### config.mk
export PLATFORM = sky130hd
export DESIGN_NAME = shift_reg_line_ctrl
export DESIGN_NICKNAME = d
export VERILOG_FILES = /design/src/rtl/shift_reg_line_ctrl.sv
export SDC_FILE = /design/constraint.sdc
export NUM_CORES = 1
export LEC_CHECK = 0
export ABC_AREA = 1
export BUFFER_PORTS_ARGS = -buffer_cell sky130_fd_sc_hd__buf_2
export CAP_MARGIN = 20
export CORE_AREA = 2 2 306 308
export DETAILED_ROUTE_END_ITERATION = 8
export DIE_AREA = 0 0 308 310
export GPL_TIMING_DRIVEN = 0
export PLACE_DENSITY_LB_ADDON = 0.25
export SYNTH_ARGS = -nofsm -noshare
export SYNTH_HDL_FRONTEND = slang
export SYNTH_SLANG_ARGS = --single-unit
### constraint.sdc
create_clock -name clk -period 18.5 [get_ports clk]
set_clock_uncertainty 0.05 [all_clocks]
set_input_delay 2.775 -clock clk [delete_from_list [all_inputs] [get_ports clk]]
set_output_delay 2.775 -clock clk [all_outputs]
set_load 0.01 [all_outputs]
### src/rtl/shift_reg_line_ctrl.sv
// Packs IN_W-bit beats into BEATS-beat lines (first beat in the MSBs), zero-padding early-closed lines.
// Optional LINE_STATS_EN adds saturating line_count/pad_count outputs.
module shift_reg_line_ctrl #(
   parameter int IN_W  = 256,
   parameter int BEATS = 2,
   parameter int CNT_W = 5
) (
   input  logic                    clk,
   input  logic                    reset,
   input  logic                    in_valid,
   output logic                    in_ready,
   input  logic [IN_W-1:0]         in_data,
   input  logic                    in_last,
   input  logic                    flush,
   output logic                    out_valid,
   input  logic                    out_ready,
   output logic [IN_W*BEATS-1:0]   out_data,
   output logic                    out_last,
   output logic [CNT_W-1:0]        out_beats,
   output logic                    busy
`ifdef LINE_STATS_EN
   ,
   output logic [31:0]             line_count,
   output logic [31:0]             pad_count
`endif
);

   localparam int OUT_W = IN_W * BEATS;
   localparam logic [CNT_W-1:0] LAST_IDX = CNT_W'(BEATS - 1);
   localparam logic [CNT_W-1:0] BEATS_C  = CNT_W'(BEATS);

   typedef enum logic {FILL, HOLD} state_t;

   state_t             state_reg, state_next;
   logic [CNT_W-1:0]   cnt_reg, cnt_next;
   logic [OUT_W-1:0]   line_reg, line_next;
   logic               last_reg, last_next;
   logic [CNT_W-1:0]   beats_reg, beats_next;

   logic               accept;
   logic               handoff;
   logic               flush_eff;
   logic [CNT_W-1:0]   base_cnt;
   logic [CNT_W-1:0]   close_beats;
   logic [OUT_W-1:0]   shifted;

   // MSB-align a line holding n real beats; constant shifts only, selected by n.
   function automatic logic [OUT_W-1:0] pad_line(input logic [OUT_W-1:0] l,
                                                 input logic [CNT_W-1:0] n);
      pad_line = l;
      for (int k = 1; k < BEATS; k++) begin
         if (n == CNT_W'(BEATS - k))
            pad_line = l << (IN_W * k);
      end
   endfunction

   always_comb begin
      in_ready    = (state_reg == FILL) || out_ready;
      accept      = in_valid && in_ready;
      handoff     = (state_reg == HOLD) && out_ready;
      flush_eff   = flush && (state_reg == FILL);
      // A beat accepted during handoff starts a fresh line.
      base_cnt    = (state_reg == HOLD) ? '0 : cnt_reg;
      shifted     = (base_cnt == '0) ? {{(OUT_W-IN_W){1'b0}}, in_data}
                                     : {line_reg[OUT_W-IN_W-1:0], in_data};
      close_beats = base_cnt + 1'b1;

      state_next  = state_reg;
      cnt_next    = cnt_reg;
      line_next   = line_reg;
      last_next   = last_reg;
      beats_next  = beats_reg;

      if (handoff) begin
         state_next = FILL;
         cnt_next   = '0;
      end

      if (accept) begin
         if (base_cnt == LAST_IDX || in_last || flush_eff) begin
            line_next  = pad_line(shifted, close_beats);
            last_next  = in_last || flush_eff;
            beats_next = close_beats;
            cnt_next   = '0;
            state_next = HOLD;
         end else begin
            line_next  = shifted;
            cnt_next   = close_beats;
            state_next = FILL;
         end
      end else if (flush_eff && cnt_reg != '0) begin
         line_next  = pad_line(line_reg, cnt_reg);
         last_next  = 1'b1;
         beats_next = cnt_reg;
         cnt_next   = '0;
         state_next = HOLD;
      end
   end

   always_ff @(posedge clk or posedge reset) begin
      if (reset) begin
         state_reg <= FILL;
         cnt_reg   <= '0;
         line_reg  <= '0;
         last_reg  <= 1'b0;
         beats_reg <= '0;
      end else begin
         state_reg <= state_next;
         cnt_reg   <= cnt_next;
         line_reg  <= line_next;
         last_reg  <= last_next;
         beats_reg <= beats_next;
      end
   end

   assign out_valid = (state_reg == HOLD);
   assign out_data  = line_reg;
   assign out_last  = last_reg;
   assign out_beats = beats_reg;
   assign busy      = (cnt_reg != '0) || out_valid;

`ifdef LINE_STATS_EN
   logic [31:0] line_count_reg;
   logic [31:0] pad_count_reg;
   logic [32:0] pad_sum;

   assign pad_sum = {1'b0, pad_count_reg} + 33'(BEATS_C - beats_reg);

   always_ff @(posedge clk or posedge reset) begin
      if (reset) begin
         line_count_reg <= '0;
         pad_count_reg  <= '0;
      end else if (out_valid && out_ready) begin
         if (line_count_reg != 32'hFFFF_FFFF)
            line_count_reg <= line_count_reg + 32'd1;
         pad_count_reg <= pad_sum[32] ? 32'hFFFF_FFFF : pad_sum[31:0];
      end
   end

   assign line_count = line_count_reg;
   assign pad_count  = pad_count_reg;
`endif

endmodule

==> impl_results.rst <==
.. list-table::
   :header-rows: 1

   * - Metric
     - Value
   * - Cell type with the highest aggregate area in the netlist
     - sky130_fd_sc_hd__dfrtp_1
   * - Yosys warnings
     - 0
   * - Total nets after synthesis
     - between 3000 and 4000
   * - Chip Height
     - roughly 310 um
   * - Maximum vdd drop
     - ~0.000060 V
   * - Die footprint
     - roughly 95000 um^2
   * - Count of hold buffers inserted by post-cts repair
     - 0
   * - Global-route usage over all layers
     - between 20% and 30%
   * - Congestion Overflow GR
     - 0
   * - Storage element area
     - about 13000 um^2
   * - Flip-flop and latch count after synthesis
     - 524
   * - Final hold violation count
     - 0
   * - Wire length of the first global-routing pass
     - roughly 160000 um
   * - Cells taking the most area after synthesis
     - sky130_fd_sc_hd__dfrtp_1 50%, sky130_fd_sc_hd__nand2_1 11%, sky130_fd_sc_hd__inv_1 11%
   * - FMAX
     - roughly 0.16 GHz
   * - Critical-path maximum fanout
     - 3
   * - Max FFs per register
     - ~510
   * - Leakage component of the power
     - ~19 nW
   * - Placement-stage cell area
     - around 32000 um^2
   * - Fraction of the cycle the final worst path needs
     - between 30% and 40%
   * - Share of post-route cells with drive strength above 1
     - approximately 23%
   * - Post-synthesis area per instance
     - ~7.1 um^2
   * - Later-pin clock latency in the skew report
     - about 0.6 ns
   * - Hold Path Depth
     - 2
   * - Beginning of the worst register-to-register path
     - out_valid
   * - Synth top area share
     - 50.1%
   * - Post-synthesis async set-or-reset flop share
     - 100%
   * - Commonest cells in the synthesized netlist
     - 802 x sky130_fd_sc_hd__nand2_1, 785 x sky130_fd_sc_hd__inv_1, 524 x sky130_fd_sc_hd__dfrtp_1
   * - Sequential cell area fraction in the yosys report
     - about 50%
   * - HPWL after detailed placement
     - approximately 80000 um
   * - Critical path class
     - in2out
   * - IO Port Bufs
     - 782
   * - Starting DRC count in detailed routing
     - slightly below 2000
   * - Synth-to-Final Area Change
     - 29.7%
   * - Hold Crit Start
     - out_last
   * - Post-layout instance count excluding filler cells
     - between 5000 and 6000
   * - Run status
     - finished, final reports clean
   * - Power Dens Cells
     - around 130 nW/um^2
   * - Type of origin of the critical path
     - input pin
   * - Number of pins with negative max-slew slack in the final report
     - 0
   * - HP Class
     - reg2reg
   * - Count of nets after finishing
     - around 4800
   * - Final setup violation count
     - 0
   * - Number of enable flip-flop cells after synthesis
     - 0
   * - Crit path capture type
     - output port
   * - Relative slew slack
     - between 30 and 40%
   * - Total number of vias
     - 26402
   * - Horizontal die dimension
     - between 300 and 400 um
   * - Starting density of the core
     - 28.3%
   * - Sum of negative setup slack
     - 0 ns
   * - Root buffer cell
     - sky130_fd_sc_hd__clkbuf_16
   * - DRT Pass-1 Iters
     - 6
   * - GP Congestion
     - about 0.88
   * - Per-cell routed wire length
     - 18.8 um
   * - Post-CTS resize count
     - 0
   * - Register clock-pin slew on the reported worst setup and hold paths
     - 0.06 ns
   * - Synth Cell Area
     - 26200 um^2
   * - Number of instances in the placed design
     - between 5000 and 6000
   * - Boundary pin count
     - slightly below 800
   * - Synth unique cells
     - 24
   * - Remaining design rule violation count
     - 0
   * - Worst Hold End
     - out_last
   * - Clock tree from TritonCTS
     - yes
   * - Design Area, Final
     - 34000 um^2
   * - # clock sinks
     - between 500 and 600
   * - H-Tree Level Count
     - 3
   * - Period minus WS final
     - 6.08 ns
   * - Maximum number of pins on one net before global-route repair
     - roughly 110
   * - Most used flip-flop cell after synthesis
     - sky130_fd_sc_hd__dfrtp_1
   * - Area taken by multi-input logic gates
     - around 9000 um^2
   * - Max Buffers Root-to-Sink
     - 3
   * - Arrival time worst endpoint
     - around 3.3 ns
   * - First element of the critical path
     - out_ready
   * - Core Area
     - 92500 um^2
   * - Most repeated cell in the gate-level netlist after synthesis
     - sky130_fd_sc_hd__nand2_1
   * - Rows
     - ~110
   * - Gate count after technology mapping
     - 3665
   * - Total wirelength of the detailed-routed design
     - roughly 110000 um
   * - Post-CTS Repair Setup Buffers
     - 0
   * - RSZ-0062 raised after global routing
     - no
   * - Fillcell total
     - approximately 10000
   * - Worst reg-to-reg setup slack
     - 15.41 ns
   * - Via count of the first global-routing pass
     - 25535
   * - R2r worst-path depth
     - 14
   * - Transition at the pin with the smallest max-transition slack
     - 0.994 ns
   * - Final ANT Viol Nets
     - 0
   * - Total of max-cap violations
     - 0
   * - Clock buffer count from CTS
     - 67
   * - Average vias per placed instance
     - ~4.6
   * - Capture point of the worst reg-to-reg path
     - out_data[300]
   * - Data required, critical path
     - 15.68 ns
   * - Antenna violations before repair
     - 25
## how the worst max path moves through the flow
stage | endpoint | slack (ns)
2_1_floorplan | cnt_reg[0] | 1.03
3_3_place_gp | out_data[485] | -6.67
3_5_place_dp | in_ready | 12.41
4_1_cts | in_ready | 12.41
5_1_grt | in_ready | 12.36
6_report | in_ready | 12.42
## final cells by class
type | instances | share of cell area, %
clock buffers | 97 | 5.74
repair buffers | 788 | 12.0
inverters | 789 | 8.74
multi-input cells | 2126 | 26.6
plain buffers | 226 | 3.16
diodes | 14 | 0.103
clock inverters | 18 | 0.667
flip-flops and latches | 524 | 38.6
well taps | 1197 | 4.41
## through the flow
step | total power, W | setup slack (ns) | utilization, % | hold slack, ns
floorplan | 0.00236 | 1.03 | - | 0.458
global placement | 0.00306 | -6.67 | 34.2 | 0.412
detailed placement | 0.00307 | 12.41 | 34.3 | 0.416
CTS | 0.00442 | 12.41 | 36.7 | 0.430
global route | 0.00464 | 12.36 | 36.7 | 0.455
finish | 0.00437 | 12.42 | 36.7 | 0.429
## power by group
group	leakage (nW)	total [W]	internal [W]	switching [W]
Sequential	6.55	0.00165	0.00144	0.000211
Combinational	11.3	0.00140	0.000477	0.000919
Clock	1.06	0.00132	0.000776	0.000546
## cells by family after synthesis
kind of cell               Yosys count  synth area share [%]
DFF                                524                  50.1
AOI/OAI and AO/OA                  528                  10.2
adders and majority gates            2                0.0956
and+or+nand+nor                   1596                  24.3
buffers and inverters             1015                  15.4
## layout by cell type (no fill, tap or decap), types with 3 or more instances in the layout
| cell | synthesis | routed |
|---|---|---|
| sky130_fd_sc_hd__clkbuf_8 | 0 | 16 |
| sky130_fd_sc_hd__inv_2 | 4 | 4 |
| sky130_fd_sc_hd__o21ai_0 | 260 | 260 |
| sky130_fd_sc_hd__buf_16 | 0 | 5 |
| sky130_fd_sc_hd__clkinv_2 | 0 | 6 |
| sky130_fd_sc_hd__bufinv_16 | 0 | 3 |
| sky130_fd_sc_hd__nor2_2 | 3 | 3 |
| sky130_fd_sc_hd__inv_1 | 785 | 784 |
| sky130_fd_sc_hd__o21ai_1 | 4 | 4 |
| sky130_fd_sc_hd__clkbuf_1 | 64 | 78 |
| sky130_fd_sc_hd__buf_1 | 5 | 5 |
| sky130_fd_sc_hd__nand3_1 | 264 | 264 |
| sky130_fd_sc_hd__buf_2 | 146 | 928 |
| sky130_fd_sc_hd__clkbuf_16 | 0 | 67 |
| sky130_fd_sc_hd__clkinv_8 | 0 | 4 |
| sky130_fd_sc_hd__a31oi_1 | 4 | 4 |
| sky130_fd_sc_hd__dfrtp_1 | 524 | 524 |
| sky130_fd_sc_hd__nor2_1 | 521 | 521 |
| sky130_fd_sc_hd__a21oi_1 | 256 | 256 |
| sky130_fd_sc_hd__nand2_1 | 802 | 802 |
| sky130_fd_sc_hd__buf_4 | 11 | 11 |
| sky130_fd_sc_hd__diode_2 | 0 | 14 |
## worst max-delay path, cell delays in order
cell	delay (ns)
sky130_fd_sc_hd__buf_2	0.10
sky130_fd_sc_hd__inv_1	0.08
sky130_fd_sc_hd__nand2_1	0.09
sky130_fd_sc_hd__buf_2	0.21
## metal layers
metal  global-route usage [%]  vias up  routed length [um]
li1                         -    12676                   -
met1                     28.1    12673               45700
met2                     35.6      841               51400
met3                     4.92      202                7070
met4                     9.67       10                4370
met5                        0        -                  69
Note: power is estimated with default switching activity, not from simulation.
